<file path="src/rtl/rgb_sdec_pkg.sv">
// rgb_sdec_pkg: FSM states and 96 MHz default timing shared by the RGB line decoder
package rgb_sdec_pkg;
  typedef enum logic [1:0] {S_WAIT = 2'd0, S_LOW = 2'd1, S_HIGH = 2'd2} state_t;
  localparam int DEF_BIT_THRESH = 58;
  localparam int DEF_MIN_HIGH = 8;
  localparam int DEF_MAX_HIGH = 200;
  localparam int DEF_RST_CLKS = 4800;
  localparam int DEF_STROBE_LEN = 2;
  localparam int DEF_COUNTER_MAX = 7800;
endpackage

</file>
<file path="src/rtl/rgb_sync2.sv">
// rgb_sync2: two-flop synchronizer for the asynchronous serial line
module rgb_sync2 (
  input  logic clk,
  input  logic rst,
  input  logic d,
  output logic q
);
  logic m;
  always_ff @(posedge clk or negedge rst)
    if (!rst) {q, m} <= 2'b00;
    else {q, m} <= {m, d};
endmodule

</file>
<file path="src/rtl/rgb_sdec.sv">
// rgb_sdec: WS2812-style pulse-width decoder; RGB_SDEC_BITCNT_EN adds out_bit_count
module rgb_sdec
  import rgb_sdec_pkg::*;
#(
  parameter int BIT_THRESH = DEF_BIT_THRESH,
  parameter int MIN_HIGH = DEF_MIN_HIGH,
  parameter int MAX_HIGH = DEF_MAX_HIGH,
  parameter int RST_CLKS = DEF_RST_CLKS,
  parameter int STROBE_LEN = DEF_STROBE_LEN,
  parameter int COUNTER_MAX = DEF_COUNTER_MAX
) (
  input  logic clk,
  input  logic rst,
  input  logic in_sig,
  output logic out_strobe,
  output logic out_sbit_value,
  output logic out_stream_reset,
  output logic out_err
`ifdef RGB_SDEC_BITCNT_EN
  ,
  output logic [15:0] out_bit_count
`endif
);
  localparam int CW = $clog2(COUNTER_MAX + 1);
  localparam logic [CW-1:0] C_MAX = CW'(COUNTER_MAX);
  localparam logic [CW-1:0] C_THR = CW'(BIT_THRESH);
  localparam logic [CW-1:0] C_MIN = CW'(MIN_HIGH);
  localparam logic [CW-1:0] C_MAXH = CW'(MAX_HIGH);
  localparam logic [CW-1:0] C_RST = CW'(RST_CLKS);
  localparam logic [CW-1:0] C_ONE = CW'(1);
  localparam logic [7:0] S_LEN1 = 8'(STROBE_LEN - 1);
  state_t st;
  logic [CW-1:0] cnt, cnt_inc;
  logic [7:0] scnt;
  logic sig_s, sig_d, rst_sent, rise, fall, over, glitch, ev_bit, ev_rst, ev;
  rgb_sync2 u_sync (.clk(clk), .rst(rst), .d(in_sig), .q(sig_s));
  // cnt always holds the number of clks of the current level completed before this clk
  always_comb begin
    rise = sig_s & ~sig_d;
    fall = ~sig_s & sig_d;
    cnt_inc = (cnt == C_MAX) ? cnt : cnt + C_ONE;
    over = (st == S_HIGH) && (cnt > C_MAXH);
    glitch = (st == S_HIGH) && !over && fall && (cnt < C_MIN);
    ev_bit = (st == S_HIGH) && !over && fall && (cnt >= C_MIN);
    ev_rst = (st == S_LOW) && !rst_sent && (cnt >= C_RST);
    ev = ev_bit | ev_rst;
  end
  always_ff @(posedge clk or negedge rst)
    if (!rst) begin
      st <= S_WAIT;
      cnt <= '0;
      sig_d <= 1'b0;
      rst_sent <= 1'b0;
    end else begin
      sig_d <= sig_s;
      case (st)
        S_WAIT: begin
          cnt <= sig_s ? '0 : cnt_inc;
          if (!sig_s && cnt_inc >= C_RST) begin
            st <= S_LOW;
            rst_sent <= 1'b1;
          end
        end
        S_LOW: begin
          cnt <= rise ? C_ONE : cnt_inc;
          st <= rise ? S_HIGH : S_LOW;
          if (ev_rst) rst_sent <= 1'b1;
        end
        S_HIGH: begin
          if (over) begin
            st <= S_WAIT;
            cnt <= '0;
          end else if (fall) begin
            st <= S_LOW;
            cnt <= C_ONE;
            rst_sent <= 1'b0;
          end else cnt <= cnt_inc;
        end
        default: st <= S_WAIT;
      endcase
    end
  always_ff @(posedge clk or negedge rst)
    if (!rst) begin
      {out_strobe, out_sbit_value, out_stream_reset, out_err} <= 4'b0000;
      scnt <= '0;
    end else begin
      if (ev) begin
        out_strobe <= 1'b1;
        out_sbit_value <= ev_bit && (cnt >= C_THR);
        out_stream_reset <= ev_rst;
        scnt <= S_LEN1;
      end else if (scnt != 8'd0) scnt <= scnt - 8'd1;
      else {out_strobe, out_sbit_value, out_stream_reset} <= 3'b000;
      if (over || glitch || (ev && out_strobe)) out_err <= 1'b1;
    end
`ifdef RGB_SDEC_BITCNT_EN
  always_ff @(posedge clk or negedge rst)
    if (!rst) out_bit_count <= '0;
    else if (ev_rst) out_bit_count <= '0;
    else if (ev_bit && out_bit_count != 16'hFFFF) out_bit_count <= out_bit_count + 16'd1;
`endif
endmodule

</file>
<file path="config.mk">
export PLATFORM = sky130hd
export DESIGN_NAME = rgb_sdec
export DESIGN_NICKNAME = d
export VERILOG_FILES = /design/src/rtl/rgb_sdec_pkg.sv /design/src/rtl/rgb_sync2.sv /design/src/rtl/rgb_sdec.sv
export SDC_FILE = /design/constraint.sdc
export NUM_CORES = 1
export LEC_CHECK = 0
export ABC_CLOCK_PERIOD_IN_PS = 2000
export CAP_MARGIN = 20
export CORE_AREA = 2 2 75 77
export CTS_CLUSTER_DIAMETER = 30
export DETAILED_ROUTE_END_ITERATION = 12
export DIE_AREA = 0 0 77 79
export PLACE_DENSITY = 0.61
export SETUP_SLACK_MARGIN = 0.2
export SLEW_MARGIN = 40
export SYNTH_ARGS = -nofsm -noshare
export SYNTH_HDL_FRONTEND = slang
export SYNTH_HIERARCHICAL = 1
export SYNTH_SLANG_ARGS = --single-unit
</file>
<file path="constraint.sdc">
create_clock -name clk -period 2 [get_ports clk]
set_input_delay 0.4 -clock clk [delete_from_list [all_inputs] [get_ports clk]]
set_output_delay 0.4 -clock clk [all_outputs]
set_load 0.005 [all_outputs]
</file>
# --- Word-level counts from Yosys, hierarchy flattened ---
# Cells that the tools add are included.
word_totals:
  regBits: 31
  output_inout_bits: 4
  word_cells: 76
op_classes:
  n_mux: 22
  magnitude_cmp: 6
  eq_ne: 9
  n_reduce_logical: 21
  addsub: 2
  bitwise_logic: 5
op_table:
  columns: ["op", "count"]
  rows:
  - ["2-to-1 mux 13 bit", 5]
  - ["one-hot mux 13 bit (3 select lines)", 1]
  - ["greater-or-equal comparator 13 bit, second input constant", 2]
  - ["2-to-1 mux 8 bit", 2]
  - ["adder 13 x 1 -> 13 bit, second input constant", 1]
  - ["== test 13 bit, second input constant", 1]
  - ["greater-or-equal comparator 13 x 4 -> 1 bit, second input constant", 1]
  - ["greater-or-equal comparator 13 x 6 -> 1 bit, second input constant", 1]
  - ["> comparator 13 x 8 -> 1 bit, second input constant", 1]
  - ["< comparator 13 x 4 -> 1 bit, second input constant", 1]
  - ["logical AND 1 bit", 10]
  - ["inequality test 2 bit, second input constant", 5]
  - ["2-to-1 mux 1 bit", 8]
  - ["2-to-1 mux 2 bit", 4]
  - ["nonzero test 8 bit", 1]
  - ["subtractor 8 x 1 -> 8 bit, second input constant", 1]
  - ["one-hot mux 2 bit (3 select lines)", 1]
  - ["AND reduction 5 bit", 1]
  - ["zero test 1 bit", 3]
  - ["inequality test 3 bit, second input constant", 1]
  - ["one-hot mux 1 bit (3 select lines)", 1]
  - ["nonzero test 3 bit", 1]
  - ["AND 1 bit", 2]
  - ["== test 2 x 1 -> 1 bit, second input constant", 1]
  - ["other kinds (7)", 9]

# --- Depth between registers and ports, before layout ---
# Gate-level depths: netlist of the first run.
logic_depth:
  word_depth: 9
  ltp_mapped: 9
  mapped_depth_nobuf: 8

# --- Modules after synthesis ---
# Netlist of the first run, hierarchy kept.
modules_own_cells:
  columns: ["mod", "seq_area_each_um2", "area_per_inst_um2", "instances", "cells_each"]
  rows:
  - ["rgb_sdec", 725.7, 1983.2, 1, 219]
  - ["rgb_sync2", 50.0, 50.0, 1, 2]

# --- Least setup slack after synthesis of the first run ---
# OpenSTA, ideal clock, no wires.
synth_path:
  path_type: "flip-flop to flip-flop"
  startpoint: "register cnt[0]"
  endpoint: "register st[0]"
  slack_ns: -0.023
  arrival_ns: 1.891
  path_stages_with_launch: 8
  path_cell_list: "dfrtp_1 -> ha_1 -> nand2_1 -> or3_1 -> nand2_1 -> a32oi_1 -> o221a_1 -> or3_1"
synth_via:
  elab_chain_len: 6
  word_cells_on_any_way: 12
synth_lines:
  columns: ["item", "line", "source"]
  rows:
  - ["start: declaration", "rgb_sdec.sv:33", "logic [CW-1:0] cnt, cnt_inc;"]
  - ["start signal: assignment", "rgb_sdec.sv:58", "cnt <= sig_s ? '0 : cnt_inc;"]
  - ["start signal: assignment", "rgb_sdec.sv:65", "cnt <= rise ? C_ONE : cnt_inc;"]
  - ["start signal: assignment", "rgb_sdec.sv:77", "end else cnt <= cnt_inc;"]
  - ["adder 13 x 1 -> 13 bit / == test 13 bit (equally long branches)", "rgb_sdec.sv:41", "cnt_inc = (cnt == C_MAX) ? cnt : cnt + C_ONE;"]
  - ["2-to-1 mux 13 bit", "rgb_sdec.sv:41", null]
  - ["greater-or-equal comparator 13 bit", "rgb_sdec.sv:59", "if (!sig_s && cnt_inc >= C_RST) begin"]
  - ["logical AND 1 bit", "rgb_sdec.sv:59", null]
  - ["inequality test 2 bit (no line)", null, null]
  - ["AND reduction 2 bit (no line)", null, null]
  - ["end signal: assignment", "rgb_sdec.sv:66", "st <= rise ? S_HIGH : S_LOW;"]
  - ["end: declaration", "rgb_sdec.sv:32", "state_t st;"]
# Parallel ways exist; a longest one is shown, timed or not.
# A chain may end at the register's enable or synchronous reset.

# --- Worst setup path in the final report of the first run ---
layout_path:
  startpoint: "register cnt[1]"
  endpoint: "register st[0]"
# The elaborated chain is that of the path after synthesis.

==> results.ini, run 1 <==
[floorplanning]
die_y_um=79
dieArea_um2=6080
io_pins=7
rows=27
core_region_area_um2=5340
die_w_um=77
start_util_pct=38.1

[global_route]
grt_max_degree=32
grtUsageTotal_pct=18.5
grt_pass1_wl_mm=8.94
grt_pass1_vias=1873
grt-ovfl-total=0
antenna_found_initial=0

[clock_network]
numCtsBuffers=5
postCtsHoldBufs=0
cts_sinks=31
htreeDepth=2
root_buffer=clkbuf_8
clk_pin_slew_worst_paths_ns=0.07
clkLatencyLatePin_ns=0.28
cts_tree=done
clockBufferDepth=2

[outcome]
outcome=finished with violations
failed_checks=negative setup slack

[sta]
finalMaxSlewViolations=0
max_freq_ghz=0.491
fin_ws_ns=-0.0372
setup_viol=1
report.final.hold_viol_count=0
layout_worst_path_cycle_share_pct=102
relSlewSlack_pct=72.2
fin_crit_ns=2.04
finalClockSkew_ns=0.00492
rsz0062_at_grt=true
tightest_slew_ns=0.418

[route]
wl_met3_um=163
vias_per_cell=5.47
wl_met2_mm=2.67
met1_length_mm=2.42
highest_layer=met4
ant_nets=0
wire_per_inst_um=15.4
dr.first_iter.drc_count=126
wl_mm=5.36
drc_errors=0
first_pass_iters=4
vias=1908

[logic_synthesis]
syn_nets=232
synth_edf_count=0
synthArstFlopShare_pct=100
seq_area_frac_synth_pct=38.2
synth_top_cell_by_area=dfrtp_1
netlist.area_leader.share_pct=38.2
synth_area_leaders=dfrtp_1 38%, ha_1 4.9%, nor2_1 4.1%
ys.warnings.count=6
synthTopCellsByCount=31 x dfrtp_1, 22 x nor2_1, 16 x nand2_1
synth_ff_type=dfrtp_1
avgSynthCellArea_um2=9.20
netlist_area_um2=2030
synth.most_common_cell=dfrtp_1
synth_cell_types=55
netlist_instances=221
ys_ff_latch=31

[place]
dpl-instance-area_um2=2410
place.gp.congestion=0.885
dp_worst_setup_slack_ns=-0.0313
portBuffers=6
hpwl_mm=3.39
place_inst=318

[critical_path]
cp.arrival_ns=2.20
r2r-start=cnt[1]
r2r_slack_ns=-0.04
crit_path_max_fanout=5
critPathKind=flop to flop
cp.required_ns=2.16
cp-startpoint=cnt[1]
worstSetupEndpointType=flop
startpoint_type=flop

[finish]
nets=287
instances_no_fill=349
antenna_cells=0
final_area_um2=2930
multi_input_area_um2=1420
ff_latch_area_um2=790
n_fill_cell=486
area_delta_synth_final_pct=44.0
utilization_pct=54.9
drive_gt1_share_pct=41.9

[power]
power_frac_clock_pct=45.8
seqPwrFrac_pct=45.7
power_density_nw_per_um2=486
leakage_nw=1.29
power.total_mw=1.42
switching_share_pct=22.7
peakVddDrop_mv=0.329
p_comb_share_pct=8.5
p_int_mw=1.10
power.switching_uw=323

[job]
maxCapViolCount=0

[min_path]
hold_class=flop to flop
worstHoldStart=u_sync/m

-- cells in the final DEF (no fill, tap or decap), types with 5 or more instances in the layout --
cell and n:
xor2_1 7, buf_4 47, nor2_1 20, mux2i_1 5, clkdlybuf4s50_1 6, nand2_1 14
nand3_2 5, ha_1 6, nand3_1 9, inv_1 7, o21ai_1 6, dfrtp_1 20
nand4_1 6, clkbuf_8 6, dfrtp_2 11, a21oi_1 7
-- layer usage --
| metal | global-route usage, % | vias up |
|---|---|---|
| met5 | 0 | - |
| met3 | 4.20 | 10 |
| li1 | - | 915 |
| met1 | 23.5 | 950 |
| met4 | 7.68 | 0 |
| met2 | 30.5 | 33 |
-- metrics by stage --
step / TNS, ns / hold slack [ns]
finish: -0.0372 / 0.356
global route: -0.161 / 0.382
CTS: 0 / 0.360
detailed placement: -0.0313 / 0.336
global placement: -0.0126 / 0.341
floorplan: 0 / 0.104
-- worst max-delay path, stage by stage (launching register included) --
cell and delay, ns:
dfrtp_2 0.46, ha_4 0.20, and4b_1 0.29, a21oi_2 0.07, a41oi_2 0.18, a32oi_2 0.18
o221a_1 0.23, or3_1 0.30
-- flip-flops by register name, summed over array words and instances (netlist names) --
register,count
cnt,13
out_err,1
out_sbit_value,1
out_stream_reset,1
out_strobe,1
rst_sent,1
scnt,8
sig_d,1
st,2
u_sync/m,1
u_sync/q,1
-- power by group through the flow --
stage	combinational [mW]	clock [mW]	sequential (mW)
2_1_floorplan	0.0484	0	0.657
3_3_place_gp	0.0833	0	0.660
3_5_place_dp	0.0834	0	0.660
4_1_cts	0.112	0.664	0.649
5_1_grt	0.131	0.696	0.650
6_report	0.122	0.651	0.650
-- layout make-up --
class / instances / share of cell area (%)
Multi-Input combinational cell: 171 / 48.5
Sequential cell: 31 / 27.0
Timing Repair Buffer: 58 / 16.3
Tap cell: 72 / 3.08
Clock buffer: 6 / 2.82
Clock inverter: 2 / 1.20
Inverter: 9 / 1.15
-- logic make-up after synthesis --
family / share of synthesized area, %
flops: 38.2
xor+xnor: 5.11
buf+inv: 5.35
compound gates: 18.3
mux: 2.46
fa+ha+maj: 4.92
simple gates: 25.7
-- final timing paths --
kind | endpoint | depth (start not counted)
worst max-delay path | st[0] | 7
max in group asynchronous | cnt[5] | 2
worst min register to register | u_sync/q | 0
worst min-delay path | u_sync/q | 0
min in group asynchronous | scnt[7] | 2
worst max register to register | st[0] | 7
-- what timing repair did --
item,4_1_cts,5_1_grt
buffers inserted,14,7
pin swaps,10,18
setup endpoints to repair,28,28
cloned,1,1
gates resized for setup,29,27
hold endpoints to repair,0,0
Power figures use the tool's default switching activity.
==> inputs of run 2 (changes only) <==
Settings changed: DONT_BUFFER_PORTS set to 1, PLACE_DENSITY 0.61 to 0.59, SLEW_MARGIN 40 to 20.
==> run 2 against run 1 <==
The flow now finishes without violations. Hold slack got worse by 0.22 ns. Sequential power barely moved. Non-clock buffer count fell by 3. Worst setup slack improved by 0.074 ns. Via count rose by 0.89%. Core utilization rose by 0.19 points. Clock power fell by 23%. Global-route usage rose by 0.67 points. Sequential share of layout area fell by 0.22 points. Final area rose by 0.34%. Clock-buffer cell count fell by 1. Largest power group is now registers. Highest routed layer unchanged.
==> results.ini, run 2 (synthesis gave the netlist of run 1 again) <==
[clock_network]
clk_pin_slew_worst_paths_ns=0.07
numCtsBuffers=5
clockBufferDepth=2
cts_sinks=31
cts_tree=done
root_buffer=clkbuf_8
htreeDepth=2
clkLatencyLatePin_ns=0.28

[critical_path]
r2r_end=st[0]
worstSetupEndpointType=flop
crit_chain=ha_4, and4b_1, a21oi_2, a41oi_2, a32oi_2, o221a_1, or3_1
r2r_cells=7
startpoint_type=flop
slowest_stage=dfrtp_2
cp.required_ns=2.17
r2r-start=cnt[1]
cp.arrival_ns=2.13
crit_path_max_fanout=5
r2r_slack_ns=0.04
slowest_delay_ns=0.46
critPathKind=flop to flop
cp-startpoint=cnt[1]

[finish]
nets=283
final_common_cell=buf_4
largest_register_ffs=13
largest_register=cnt
utilization_pct=55.0
drive_gt1_share_pct=46.9
area_delta_synth_final_pct=44.5
most-common-layout-cells=45 x buf_4, 23 x dfrtp_1, 12 x nand2_1, 12 x nor2_1, 12 x nand3_1
final_area_um2=2940
antenna_cells=0
reg_top3=cnt: 13 flops, scnt: 8 flops, st: 2 flops

[min_path]
hold_path_end=u_sync/m
hold_class=input pin to flop
hold_depth=0
worstHoldStart=in_sig

[power]
leakage_nw=1.25
peakVddDrop_mv=0.301
power_density_nw_per_um2=432

[floorplanning]
core_region_area_um2=5340
start_util_pct=38.1
io_pins=7
die_y_um=79
die_w_um=77
rows=27
dieArea_um2=6080

[place]
dpl-instance-area_um2=2390
portBuffers=0
dp_worst_setup_slack_ns=-0.0712
hpwl_mm=3.65
place.gp.congestion=0.861

[global_route]
antenna_found_initial=0
grt_pass1_wl_mm=9.20
grt-ovfl-total=0
grtUsageTotal_pct=19.2
grt_max_degree=32
grt_pass1_vias=1915

[sta]
tightest_slew_ns=0.351
finalClockSkew_ns=0.00315
report.final.hold_viol_count=0
holdWs_ns=0.139
setup_tns_ns=0
max_freq_ghz=0.509
fin_crit_ns=1.96
layout_worst_path_cycle_share_pct=98.2
fin_ws_ns=0.0364
setup_viol=0
rsz0062_at_grt=true
finalMaxSlewViolations=0
relSlewSlack_pct=76.5

[route]
wl_mm=5.61
first_pass_iters=4
ant_nets=0
vias=1925
dr.first_iter.drc_count=90
wire_per_inst_um=16.2
vias_per_cell=5.58
drc_errors=0

[outcome]
outcome=finished clean

[job]
maxCapViolCount=0

==> run 2: cell count changes in the layout (fill, tap and decap cells not counted), moves of 3 or more <==
cell             delta
dfrtp_1             +3
inv_2               +3
nand3_2             -3
nand3_1             +3
nor2_4              +5
nor2_2              +3
dfrtp_2             -3
clkdlybuf4s50_1     -6
nor2_1              -8
inv_1               -3
==> run 2: repair_timing <==
item                                    4_1_cts  5_1_grt
hold buffers                                  2        0
resized for setup                            19       57
gates cloned                                  0        1
hold endpoints to repair                     31        0
endpoints found under the setup margin       27       28
buffers inserted                              8        9
pin swaps                                    20       15
==> run 2: critical path: cells and delay by family, from the launching register on <==
family,cells,cell delay (ns)
adder cells (fa/ha/maj),1,0.20
AO/OA/AOI/OAI,4,0.63
AND/OR/NAND/NOR,2,0.56
flip-flops,1,0.46
==> run 2: per-stage QoR <==
stage | instances | power, mW
3_3_place_gp | 317 | 0.731
6_report | 345 | 1.27
4_1_cts | 335 | 1.28
2_1_floorplan | 221 | 0.705
3_5_place_dp | 317 | 0.731
5_1_grt | 345 | 1.33
==> run 2: power by group <==
group	switching [mW]	internal [mW]
clock	0.262	0.242
combinational	0.0619	0.0556
sequential	0.0136	0.635
total	0.337	0.933
==> run 2: worst max path at each step <==
stage | endpoint | slack (ns)
after floorplan | st[0] | 0.14
after global placement | st[0] | -0.07
after detailed placement | st[0] | -0.07
after CTS | st[0] | 0.02
after global routing | rst_sent | -0.05
final | st[0] | 0.04
==> run 2: per-layer routing <==
layer	vias to the layer above	routed length, um	GRT usage (%)
met5	-	0	0
met4	0	51	5.54
met3	6	258	3.98
met2	54	2890	33.7
met1	961	2400	23.9
li1	904	-	-
==> run 2: layout make-up <==
cell class / instances / area [um^2]
Sequential cell: 31 / 786
Inverter: 9 / 33.8
Clock buffer: 5 / 68.8
Clock inverter: 3 / 20.0
Timing Repair Buffer: 55 / 475
Tap cell: 72 / 90.1
Fill cell: 488 / 2400
Multi-Input combinational cell: 170 / 1460
